File: config.mk
export PLATFORM = sky130hd
export DESIGN_NAME = procyon_dcache_arb
export DESIGN_NICKNAME = d
export VERILOG_FILES = /design/src/rtl/procyon_dcache_arb.sv
export SDC_FILE = /design/constraint.sdc
export NUM_CORES = 1
export LEC_CHECK = 0
export ABC_AREA = 1
export CAP_MARGIN = 20
export CORE_AREA = 3 3 268 270
export CTS_BUF_LIST = sky130_fd_sc_hd__clkbuf_4
export DETAILED_ROUTE_END_ITERATION = 7
export DIE_AREA = 0 0 271 273
export DONT_BUFFER_PORTS = 1
export HOLD_SLACK_MARGIN = 0.12
export PLACE_DENSITY_LB_ADDON = 0.2
export SYNTH_ARGS = -nofsm -noshare
export SYNTH_HDL_FRONTEND = slang
export SYNTH_SLANG_ARGS = --single-unit
File: constraint.sdc
create_clock -name clk -period 4.35 [get_ports clk]
set_input_delay 1.305 -clock clk [delete_from_list [all_inputs] [get_ports clk]]
set_output_delay 1.305 -clock clk [all_outputs]
set_load 0.1 [all_outputs]
File: src/rtl/procyon_dcache_arb.sv
// D0 request port arbiter: line fills vs. LSU ops.
// One-cycle registered issue with LSU anti-starvation.
module procyon_dcache_arb #(
  parameter int OPTN_DATA_WIDTH        = 32,
  parameter int OPTN_ADDR_WIDTH        = 32,
  parameter int OPTN_DC_CACHE_SIZE     = 1024,
  parameter int OPTN_DC_LINE_SIZE      = 32,
  parameter int OPTN_DC_WAY_COUNT      = 1,
  parameter int OPTN_FILL_STARVE_LIMIT = 4,
  localparam int PCYN_LSU_FUNC_WIDTH   = 4,
  localparam int DC_LINE_WIDTH   = OPTN_DC_LINE_SIZE * 8,
  localparam int DC_OFFSET_WIDTH = $clog2(OPTN_DC_LINE_SIZE),
  localparam int DC_INDEX_WIDTH  =
    $clog2(OPTN_DC_CACHE_SIZE / OPTN_DC_LINE_SIZE / OPTN_DC_WAY_COUNT),
  localparam int DC_TAG_WIDTH    =
    OPTN_ADDR_WIDTH - DC_INDEX_WIDTH - DC_OFFSET_WIDTH
) (
  input  logic                           clk,
  input  logic                           rst,
  input  logic                           i_lsu_valid,
  input  logic                           i_lsu_we,
  input  logic [OPTN_ADDR_WIDTH-1:0]     i_lsu_addr,
  input  logic [PCYN_LSU_FUNC_WIDTH-1:0] i_lsu_func,
  input  logic [OPTN_DATA_WIDTH-1:0]     i_lsu_data,
  output logic                           o_lsu_stall,
  input  logic                           i_fill_valid,
  input  logic [OPTN_ADDR_WIDTH-1:0]     i_fill_addr,
  input  logic [DC_LINE_WIDTH-1:0]       i_fill_data,
  output logic                           o_fill_ack,
  output logic                           o_dc_req,
  output logic                           o_dc_wr_en,
  output logic [DC_TAG_WIDTH-1:0]        o_dc_tag,
  output logic [DC_INDEX_WIDTH-1:0]      o_dc_index,
  output logic [DC_OFFSET_WIDTH-1:0]     o_dc_offset,
  output logic [PCYN_LSU_FUNC_WIDTH-1:0] o_dc_lsu_func,
  output logic [OPTN_DATA_WIDTH-1:0]     o_dc_data,
  output logic                           o_dc_valid,
  output logic                           o_dc_dirty,
  output logic                           o_dc_fill,
  output logic [DC_LINE_WIDTH-1:0]       o_dc_fill_data
);

  localparam logic [PCYN_LSU_FUNC_WIDTH-1:0] PCYN_LSU_FUNC_LW = 4'd2;

  // Width kept >= 1 so LIMIT = 0 still yields a legal counter.
  localparam int STARVE_CNT_WIDTH =
    (OPTN_FILL_STARVE_LIMIT == 0) ? 1 : $clog2(OPTN_FILL_STARVE_LIMIT + 1);
  localparam logic [STARVE_CNT_WIDTH-1:0] STARVE_MAX =
    STARVE_CNT_WIDTH'(OPTN_FILL_STARVE_LIMIT);

  localparam int OFF_LO = 0;
  localparam int IDX_LO = DC_OFFSET_WIDTH;
  localparam int TAG_LO = DC_OFFSET_WIDTH + DC_INDEX_WIDTH;

  logic [STARVE_CNT_WIDTH-1:0]    starve_cnt_q, starve_cnt_d;
  logic                           fill_grant, lsu_grant;

  logic                           req_q, req_d;
  logic                           wr_en_q, wr_en_d;
  logic [DC_TAG_WIDTH-1:0]        tag_q, tag_d;
  logic [DC_INDEX_WIDTH-1:0]      index_q, index_d;
  logic [DC_OFFSET_WIDTH-1:0]     offset_q, offset_d;
  logic [PCYN_LSU_FUNC_WIDTH-1:0] func_q, func_d;
  logic [OPTN_DATA_WIDTH-1:0]     data_q, data_d;
  logic                           valid_q, valid_d;
  logic                           dirty_q, dirty_d;
  logic                           fill_q, fill_d;
  logic [DC_LINE_WIDTH-1:0]       fill_data_q, fill_data_d;

  // Grant: fills first unless the LSU has lost LIMIT times in a row.
  always_comb begin
    fill_grant = i_fill_valid
               & ~(i_lsu_valid & (starve_cnt_q == STARVE_MAX));
    lsu_grant  = i_lsu_valid & ~fill_grant;
    o_fill_ack  = ~rst & fill_grant;
    o_lsu_stall = ~rst & i_lsu_valid & ~lsu_grant;
  end

  // Count consecutive LSU losses, saturating at LIMIT.
  always_comb begin
    starve_cnt_d = starve_cnt_q;
    if (lsu_grant | ~i_lsu_valid) begin
      starve_cnt_d = '0;
    end else if (fill_grant & (starve_cnt_q != STARVE_MAX)) begin
      starve_cnt_d = starve_cnt_q + 1'b1;
    end
  end

  // Build the D0 op; address/data fields hold when idle.
  always_comb begin
    req_d       = 1'b0;
    wr_en_d     = 1'b0;
    valid_d     = 1'b0;
    dirty_d     = 1'b0;
    fill_d      = 1'b0;
    tag_d       = tag_q;
    index_d     = index_q;
    offset_d    = offset_q;
    func_d      = func_q;
    data_d      = data_q;
    fill_data_d = fill_data_q;
    unique case (1'b1)
      fill_grant: begin
        req_d       = 1'b1;
        wr_en_d     = 1'b1;
        tag_d       = i_fill_addr[TAG_LO +: DC_TAG_WIDTH];
        index_d     = i_fill_addr[IDX_LO +: DC_INDEX_WIDTH];
        offset_d    = i_fill_addr[OFF_LO +: DC_OFFSET_WIDTH]
                    & {DC_OFFSET_WIDTH{1'b0}};
        func_d      = PCYN_LSU_FUNC_LW;
        data_d      = '0;
        valid_d     = 1'b1;
        fill_d      = 1'b1;
        fill_data_d = i_fill_data;
      end
      lsu_grant: begin
        req_d       = 1'b1;
        wr_en_d     = i_lsu_we;
        tag_d       = i_lsu_addr[TAG_LO +: DC_TAG_WIDTH];
        index_d     = i_lsu_addr[IDX_LO +: DC_INDEX_WIDTH];
        offset_d    = i_lsu_addr[OFF_LO +: DC_OFFSET_WIDTH];
        func_d      = i_lsu_func;
        data_d      = i_lsu_data;
        valid_d     = 1'b1;
        dirty_d     = i_lsu_we;
        fill_data_d = '0;
      end
      default: ;
    endcase
  end

  // Register the D0 op and the starvation counter.
  always_ff @(posedge clk) begin
    if (rst) begin
      starve_cnt_q <= '0;
      req_q        <= 1'b0;
      wr_en_q      <= 1'b0;
      tag_q        <= '0;
      index_q      <= '0;
      offset_q     <= '0;
      func_q       <= '0;
      data_q       <= '0;
      valid_q      <= 1'b0;
      dirty_q      <= 1'b0;
      fill_q       <= 1'b0;
      fill_data_q  <= '0;
    end else begin
      starve_cnt_q <= starve_cnt_d;
      req_q        <= req_d;
      wr_en_q      <= wr_en_d;
      tag_q        <= tag_d;
      index_q      <= index_d;
      offset_q     <= offset_d;
      func_q       <= func_d;
      data_q       <= data_d;
      valid_q      <= valid_d;
      dirty_q      <= dirty_d;
      fill_q       <= fill_d;
      fill_data_q  <= fill_data_d;
    end
  end

  assign o_dc_req       = req_q;
  assign o_dc_wr_en     = wr_en_q;
  assign o_dc_tag       = tag_q;
  assign o_dc_index     = index_q;
  assign o_dc_offset    = offset_q;
  assign o_dc_lsu_func  = func_q;
  assign o_dc_data      = data_q;
  assign o_dc_valid     = valid_q;
  assign o_dc_dirty     = dirty_q;
  assign o_dc_fill      = fill_q;
  assign o_dc_fill_data = fill_data_q;

endmodule

==> results.json, run 1 <==
{
  "status": "finished clean",
  "routed-via-count": 10410,
  "post_drt_via_cell_ratio": 4.044,
  "final_layout_size_suffix_gt1_share_pct": 11.04,
  "detailedRoute.firstIterationViolations": 456,
  "core_sq_um": 69790,
  "post-synth-top-area-cell": "sky130_fd_sc_hd__dfxtp_1",
  "synthToLayoutAreaGrowth_pct": 16.04,
  "grt_overflow": 0,
  "final.hold.worst_slack_ns": 0.4504,
  "synthCells": 1556,
  "timing.critical_path.fanout_max": 44,
  "seq_power_share_pct": 57.1,
  "switching_part_of_the_total_power_pct": 37.33,
  "required_ns": 3.04,
  "timing.critical_path.arrival_ns": 2.09,
  "crit_path_capture_type": "output port",
  "half_perimeter_wire_length_of_the_detailed_placement_result_um": 30400,
  "final.period_utilization_pct": 77.95,
  "cts-buffers-inserted": 97,
  "cpMostUsedCell": "sky130_fd_sc_hd__inv_8",
  "report.final.hold_viol_count": 0,
  "numClockSinks": 331,
  "detail_route.wirelength_um": 43640,
  "tritoncts": "done",
  "io_buffers": 0,
  "cp_startpoint_kind": "primary input",
  "cts-hold-fix-buffers": 0,
  "design.final.nets": 1910,
  "postSynthRegisterBits": 331,
  "grt_setup_unrepaired": "no",
  "list_of_cells_traversed_by_the_critical_path": "inv_8 > nand3_2 > inv_8",
  "later_pin_clock_latency_in_the_skew_report_ns": 0.81,
  "synthesis.area_per_instance_sq_um": 7.732,
  "worstMarginPinSlew_ns": 1.084,
  "synth.cell_area_sq_um": 12030,
  "switchingPower_mw": 2.892,
  "grt_first_pass_wirelength_um": 63400,
  "proportion_of_synthesized_chip_area_in_sequential_cells_pct": 55.08,
  "timing.critical_path.buf_inv": 2,
  "die_height_um": 273,
  "initial_utilization_pct": 17.24,
  "io_pins": 692,
  "drv.max_cap_violation_count": 0,
  "ys_top_cells_by_area": "sky130_fd_sc_hd__dfxtp_1 (55%), sky130_fd_sc_hd__nand2_1 (19%), sky130_fd_sc_hd__nand3_1 (16%), sky130_fd_sc_hd__inv_1 (1.9%), sky130_fd_sc_hd__a21oi_1 (1.7%)",
  "drt_drc_violations_left": 0,
  "worst_ir_drop_vdd_mv": 0.1988,
  "rel_slew_slack_pct": 27.60,
  "hp-class": "reg -> reg",
  "setup_ws_ns": 0.9591,
  "finalSetupViolations": 0,
  "worst_path_largest_cell_delay_ns": 0.33,
  "cts_buffer_depth": 3,
  "final_clock_skew_ns": 0.06939,
  "antenna_found_initial": 5,
  "grt_start_max_net_pins": 145,
  "dieArea_sq_um": 73980,
  "core.rowCount": 97,
  "design_power_total_mw": 7.747,
  "clk_pin_slew_worst_paths_ns": 0.06,
  "h_tree_level_count": 3,
  "avgRoutedWirePerCell_um": 16.95,
  "cts.repair.resized": 0,
  "critical_path.top_delay_family": "buffers and inverters",
  "pwr-share-comb_pct": 4.5,
  "globalplace.congestion": 0.8659,
  "drtAntennaViolNets": 0,
  "internal_power_mw": 4.855,
  "fmax_ghz": 0.2949,
  "ctsRootBufferMaster": "sky130_fd_sc_hd__clkbuf_4",
  "cpMaxStageDelayCell": "sky130_fd_sc_hd__inv_8",
  "synth_nets": 1919,
  "totalNegativeSetupSlack_ns": 0,
  "first_global_vias": 10260,
  "pre_cts_slack_ns": 0.9041,
  "final-max-slew-violation-count": 0,
  "power.clock.fraction_pct": 38.4,
  "post_cts.repair.setup_buffers": 0,
  "post_synth_num_cell_types": 21,
  "path_class": "in -> out",
  "first_pass_iters": 4,
  "period_needed_ns": 3.391,
  "grt.total_usage_pct": 10.97,
  "power_density_nw_per_um2": 554.9,
  "die_width_um": 271,
  "yosysWarnings": 0,
  "synth_top_area_share_pct": 55.08,
  "static-leakage-power_nw": 6.477
}
## per-layer routing
| metal | track usage (%) | vias up | wire, um |
|---|---|---|---|
| met5 | 0 | - | 27 |
| met4 | 4.571 | 4 | 1112 |
| met3 | 4.794 | 92 | 4425 |
| met2 | 18.93 | 494 | 22210 |
| met1 | 11.71 | 4790 | 15870 |
| li1 | - | 5033 | - |
## cell usage after synthesis
| cell | count |
|---|---|
| sky130_fd_sc_hd__nor2_2 | 1 |
| sky130_fd_sc_hd__buf_1 | 7 |
| sky130_fd_sc_hd__inv_1 | 61 |
| sky130_fd_sc_hd__nor2_1 | 3 |
| sky130_fd_sc_hd__nor3_1 | 1 |
| sky130_fd_sc_hd__xnor2_1 | 1 |
| sky130_fd_sc_hd__inv_2 | 2 |
| sky130_fd_sc_hd__a21oi_1 | 41 |
| sky130_fd_sc_hd__buf_6 | 12 |
| sky130_fd_sc_hd__nand3_1 | 378 |
| sky130_fd_sc_hd__ha_1 | 2 |
| sky130_fd_sc_hd__nand2_1 | 610 |
| sky130_fd_sc_hd__nor2_4 | 1 |
| sky130_fd_sc_hd__buf_4 | 22 |
| sky130_fd_sc_hd__nand3_2 | 1 |
| sky130_fd_sc_hd__clkbuf_1 | 40 |
| sky130_fd_sc_hd__nor2_8 | 1 |
| sky130_fd_sc_hd__o21ai_0 | 2 |
| sky130_fd_sc_hd__dfxtp_1 | 331 |
| sky130_fd_sc_hd__buf_2 | 38 |
| sky130_fd_sc_hd__nand2_2 | 1 |
## placed cells by master, fill, tap and decap left out
cell                           n
sky130_fd_sc_hd__clkinv_1     22
sky130_fd_sc_hd__xnor2_1       1
sky130_fd_sc_hd__buf_12        3
sky130_fd_sc_hd__inv_1        61
sky130_fd_sc_hd__nand3_1     378
sky130_fd_sc_hd__inv_8         2
sky130_fd_sc_hd__clkbuf_4    150
sky130_fd_sc_hd__buf_4         8
sky130_fd_sc_hd__dfxtp_1     330
sky130_fd_sc_hd__o21ai_0       2
sky130_fd_sc_hd__clkinv_4      1
sky130_fd_sc_hd__nor2_4        1
sky130_fd_sc_hd__diode_2       5
sky130_fd_sc_hd__nor2_8        1
sky130_fd_sc_hd__nor2_2        1
sky130_fd_sc_hd__nand2_1     609
sky130_fd_sc_hd__inv_2         2
sky130_fd_sc_hd__nor3_1        1
sky130_fd_sc_hd__clkinvlp_4    2
sky130_fd_sc_hd__a21oi_1      41
sky130_fd_sc_hd__nor2_1        3
sky130_fd_sc_hd__nand2_2       2
sky130_fd_sc_hd__nand3_2       1
sky130_fd_sc_hd__clkinv_2      4
sky130_fd_sc_hd__inv_6         1
sky130_fd_sc_hd__dfxtp_2       1
sky130_fd_sc_hd__ha_1          2
## stage by stage
stage                     std cells  cell area, sq um  util (%)
after CTS                      2570             13950     19.99
after global placement         2388             12680     18.17
after detailed placement       2388             12680     18.17
after global routing           2575             13960     20.00
final                          2575             13960     20.00
after floorplan                1556             12030         -
## logic make-up after synthesis
group / count (synthesis) / synth area share, %
AO/OA/AOI/OAI: 43 / 1.789
adder cells (fa/ha/maj): 2 / 0.2080
AND/OR/NAND/NOR: 997 / 35.34
XOR/XNOR: 1 / 0.07282
flip-flops: 331 / 55.08
buffers and inverters: 182 / 7.509
## path summary, 6_finish.rpt
| check | startpoint | cells past startpoint | endpoint | slack (ns) |
|---|---|---|---|---|
| setup / recovery | rst | 3 | o_fill_ack | 0.96 |
| hold / removal | starve_cnt_q[0] | 1 | starve_cnt_q[0] | 0.45 |
| setup reg to reg | starve_cnt_q[0] | 9 | o_dc_index[1] | 2.02 |
| hold reg to reg | starve_cnt_q[0] | 1 | starve_cnt_q[0] | 0.45 |
## area by class of cell
type	count	area (sq um)
fillers	7931	55830
well taps	940	1176
clock buffers	150	1126
inverters	63	251.5
diodes	5	12.51
multi-input cells	1043	4503
clock inverters	32	142.6
flip-flops and latches	331	6628
repair buffers	11	120.1
## power groups by stage
| stage | sequential (mW) | clock, mW | combinational, mW |
|---|---|---|---|
| 5_1_grt | 4.44 | 3.34 | 0.398 |
| 6_report | 4.43 | 2.98 | 0.345 |
| 4_1_cts | 4.43 | 3.15 | 0.354 |
| 3_3_place_gp | 4.50 | 0 | 0.345 |
| 2_1_floorplan | 4.43 | 0 | 0.309 |
| 3_5_place_dp | 4.49 | 0 | 0.353 |
## registers in the layout, summed over array words and instances, names as in the netlist
register / flops
o_dc_dirty: 1
o_dc_fill: 1
o_dc_fill_data: 256
o_dc_valid: 1
o_dc_offset: 5
o_dc_index: 5
o_dc_data: 32
starve_cnt_q: 3
o_dc_tag: 22
o_dc_lsu_func: 4
o_dc_wr_en: 1
Power figures use the tool's default switching activity.
==> run 2: changes to the inputs <==
--- a/config.mk
+++ b/config.mk
@@ -5,7 +5,7 @@
 export SDC_FILE = /design/constraint.sdc
 export NUM_CORES = 1
 export LEC_CHECK = 0
-export ABC_AREA = 1
+export ABC_AREA = 0
 export CAP_MARGIN = 20
 export CORE_AREA = 3 3 268 270
 export CTS_BUF_LIST = sky130_fd_sc_hd__clkbuf_4
==> constraint.sdc (replaced) <==
create_clock -name clk -period 3 [get_ports clk]
set_input_delay 0.9 -clock clk [delete_from_list [all_inputs] [get_ports clk]]
set_output_delay 0.9 -clock clk [all_outputs]
set_load 0.1 [all_outputs]
==> results.json, run 2 <==
{
  "h_tree_level_count": 3,
  "ys.flop_type": "sky130_fd_sc_hd__dfxtp_1",
  "final_clock_skew_ns": 0.08984,
  "grt.total_usage_pct": 11.86,
  "rel_slew_slack_pct": 35.95,
  "initial_utilization_pct": 15.95,
  "numClockSinks": 331,
  "core_sq_um": 69790,
  "grt_overflow": 0,
  "grt_setup_unrepaired": "no",
  "critical_path.top_delay_family": "flip-flops",
  "fmax_ghz": 0.3571,
  "postSynthRegisterBits": 331,
  "ys_async_sr_fraction_pct": 0,
  "layout_commonest_cell": "sky130_fd_sc_hd__buf_4",
  "half_perimeter_wire_length_of_the_detailed_placement_result_um": 31050,
  "antenna_found_initial": 3,
  "fin_util_pct": 26.62,
  "finalSetupViolations": 0,
  "synth_top_area_share_pct": 59.55,
  "power_density_nw_per_um2": 625.8,
  "required_ns": 2.10,
  "ctsRootBufferMaster": "sky130_fd_sc_hd__clkbuf_4",
  "report.final.hold_viol_count": 0,
  "final.hold.worst_slack_ns": 0.2868,
  "clk_pin_slew_worst_paths_ns": 0.06,
  "yosysWarnings": 0,
  "layout.cells.most_common_list": "sky130_fd_sc_hd__buf_4 (342), sky130_fd_sc_hd__dfxtp_1 (329), sky130_fd_sc_hd__dlygate4sd3_1 (283), sky130_fd_sc_hd__a22o_1 (256), sky130_fd_sc_hd__clkbuf_4 (133)",
  "grt_start_max_net_pins": 112,
  "static-leakage-power_nw": 7.750,
  "globalplace.congestion": 0.7916,
  "crit_path_capture_type": "output port",
  "synth_nets": 1291,
  "yosys-top-cells-count": "sky130_fd_sc_hd__dfxtp_1 (331), sky130_fd_sc_hd__a22o_1 (256), sky130_fd_sc_hd__nor3b_1 (54)",
  "die_width_um": 271,
  "proportion_of_synthesized_chip_area_in_sequential_cells_pct": 59.55,
  "post-synth-top-area-cell": "sky130_fd_sc_hd__dfxtp_1",
  "post_synth_num_cell_types": 27,
  "placed_cells": 2116,
  "hp-class": "in -> reg",
  "cp_startpoint_kind": "flop",
  "drtAntennaViolNets": 0,
  "largest_reg_flops": 256,
  "grt_first_pass_wirelength_um": 68170,
  "synthesis.area_per_instance_sq_um": 11.99,
  "list_of_cells_traversed_by_the_critical_path": "inv_2 > ha_2 > and2_4 > a21oi_4 > buf_12",
  "timing.critical_path.fanout_max": 3,
  "synthToLayoutAreaGrowth_pct": 66.91,
  "design.final.nets": 1926,
  "first_pass_iters": 4,
  "area_taken_by_multi_input_logic_gates_sq_um": 3979,
  "detailedRoute.firstIterationViolations": 438,
  "tritoncts": "done",
  "cpMaxStageDelayCell": "sky130_fd_sc_hd__dfxtp_2",
  "fin_cells": 2567,
  "timing.critical_path.arrival_ns": 1.90,
  "fill_cells": 7309,
  "die_height_um": 273,
  "status": "finished clean",
  "synthMostInstantiatedCell": "sky130_fd_sc_hd__dfxtp_1",
  "io_buffers": 0,
  "worst_ir_drop_vdd_mv": 0.3980,
  "io_pins": 692,
  "drv.max_cap_violation_count": 0,
  "ys_top_cells_by_area": "sky130_fd_sc_hd__dfxtp_1 (60%), sky130_fd_sc_hd__a22o_1 (20%), sky130_fd_sc_hd__nor3b_1 (3.6%), sky130_fd_sc_hd__a32oi_1 (3.1%), sky130_fd_sc_hd__mux2_2 (2.7%)",
  "detail_route.wirelength_um": 46730,
  "final.period_utilization_pct": 93.34,
  "dieArea_sq_um": 73980,
  "totalNegativeSetupSlack_ns": 0,
  "cts_buffer_depth": 3,
  "final-max-slew-violation-count": 0,
  "avgRoutedWirePerCell_um": 18.20,
  "timing.critical_path.buf_inv": 2,
  "cts-buffers-inserted": 96,
  "drt_drc_violations_left": 0,
  "period_needed_ns": 2.800,
  "routed-via-count": 10510,
  "worstMarginPinSlew_ns": 0.9595,
  "later_pin_clock_latency_in_the_skew_report_ns": 0.82,
  "core.rowCount": 97,
  "final_layout_size_suffix_gt1_share_pct": 32.86,
  "regArea_sq_um": 6629,
  "path_class": "reg -> out",
  "synth.cell_area_sq_um": 11130,
  "post_drt_via_cell_ratio": 4.094,
  "post_synth_edffs": 0,
  "worst_path_largest_cell_delay_ns": 0.33,
  "first_global_vias": 10900,
  "synthCells": 928
}
run 2: changes by cell type after synthesis, moves of 39 or more:
cell / before / now
sky130_fd_sc_hd__inv_1: 61 / 3
sky130_fd_sc_hd__a22o_1: 0 / 256
sky130_fd_sc_hd__a32oi_1: 0 / 40
sky130_fd_sc_hd__nor2_1: 3 / 44
sky130_fd_sc_hd__nor3b_1: 0 / 54
sky130_fd_sc_hd__a21oi_1: 41 / 2
sky130_fd_sc_hd__nand3_1: 378 / 1
sky130_fd_sc_hd__nand2_1: 610 / 2
run 2: area by class of cell:
class / count / area share (%)
flip-flops and latches: 331 / 35.69
repair buffers: 637 / 30.37
multi-input cells: 494 / 21.42
well taps: 940 / 6.332
clock buffers: 133 / 5.376
clock inverters: 27 / 0.7073
inverters: 3 / 0.08084
diodes: 2 / 0.02695
run 2: routing by layer:
| metal | global-route usage [%] | vias to the layer above | wire [um] |
|---|---|---|---|
| met4 | 5.537 | 0 | 1467 |
| met1 | 12.85 | 4988 | 17560 |
| met3 | 4.320 | 104 | 4199 |
| met2 | 20.60 | 518 | 23510 |
| met5 | 0 | - | 0 |
| li1 | - | 4899 | - |
run 2: stage by stage:
stage          cell area (sq um)  total power, mW  setup WS, ns
6_report                   18570            11.62        0.1998
5_1_grt                    18570            12.22       0.01902
4_1_cts                    18570            11.90     0.0007689
3_5_place_dp               14510            7.318        0.5204
3_3_place_gp               14510            7.314        0.5201
2_1_floorplan              11130            6.854        0.1082
run 2: cells by family (layout without fill, tap and decap cells):
kind of cell,Yosys count,in the layout,share of synthesized area (%)
DFF,331,331,59.55
muxes,28,28,2.822
and+or+nand+nor,135,135,7.252
adders and majority gates,2,2,0.2248
xor gates and xnor gates,1,1,0.07872
buffers and inverters,103,800,4.936
other,0,2,0
AOI/OAI and AO/OA,328,328,25.14
run 2: what timing repair did:
action	in CTS	in global routing
pin swaps	2	0
resized for setup	5	1
setup endpoints to repair	2	1
endpoints found under the hold margin	307	0
hold buffers	286	0
buffers inserted	3	0
run 2: path summary, 6_finish.rpt:
check / start / end / slack, ns / depth (start not counted)
worst max-delay path: starve_cnt_q[0] / o_fill_ack / 0.20 / 5
worst max register to register: starve_cnt_q[0] / o_dc_offset[0] / 0.83 / 8
worst min register to register: o_dc_fill_data[58] / o_dc_fill_data[58] / 0.47 / 1
worst min-delay path: i_fill_data[169] / o_dc_fill_data[169] / 0.29 / 1
run 2: report_power, final:
part           switching (mW)  internal, mW
Sequential             0.0892          4.62
Combinational            2.09         0.775
Clock                    2.01          2.04
Total                    4.19          7.43
run 2: worst register-to-register path: stages, from the launching register on:
cell	delay (ns)
sky130_fd_sc_hd__dfxtp_2	0.33
sky130_fd_sc_hd__inv_2	0.03
sky130_fd_sc_hd__ha_2	0.17
sky130_fd_sc_hd__buf_4	0.13
sky130_fd_sc_hd__a21bo_2	0.20
sky130_fd_sc_hd__buf_4	0.26
sky130_fd_sc_hd__a32oi_1	0.30
sky130_fd_sc_hd__dlygate4sd3_1	0.58
sky130_fd_sc_hd__nor2_1	0.04
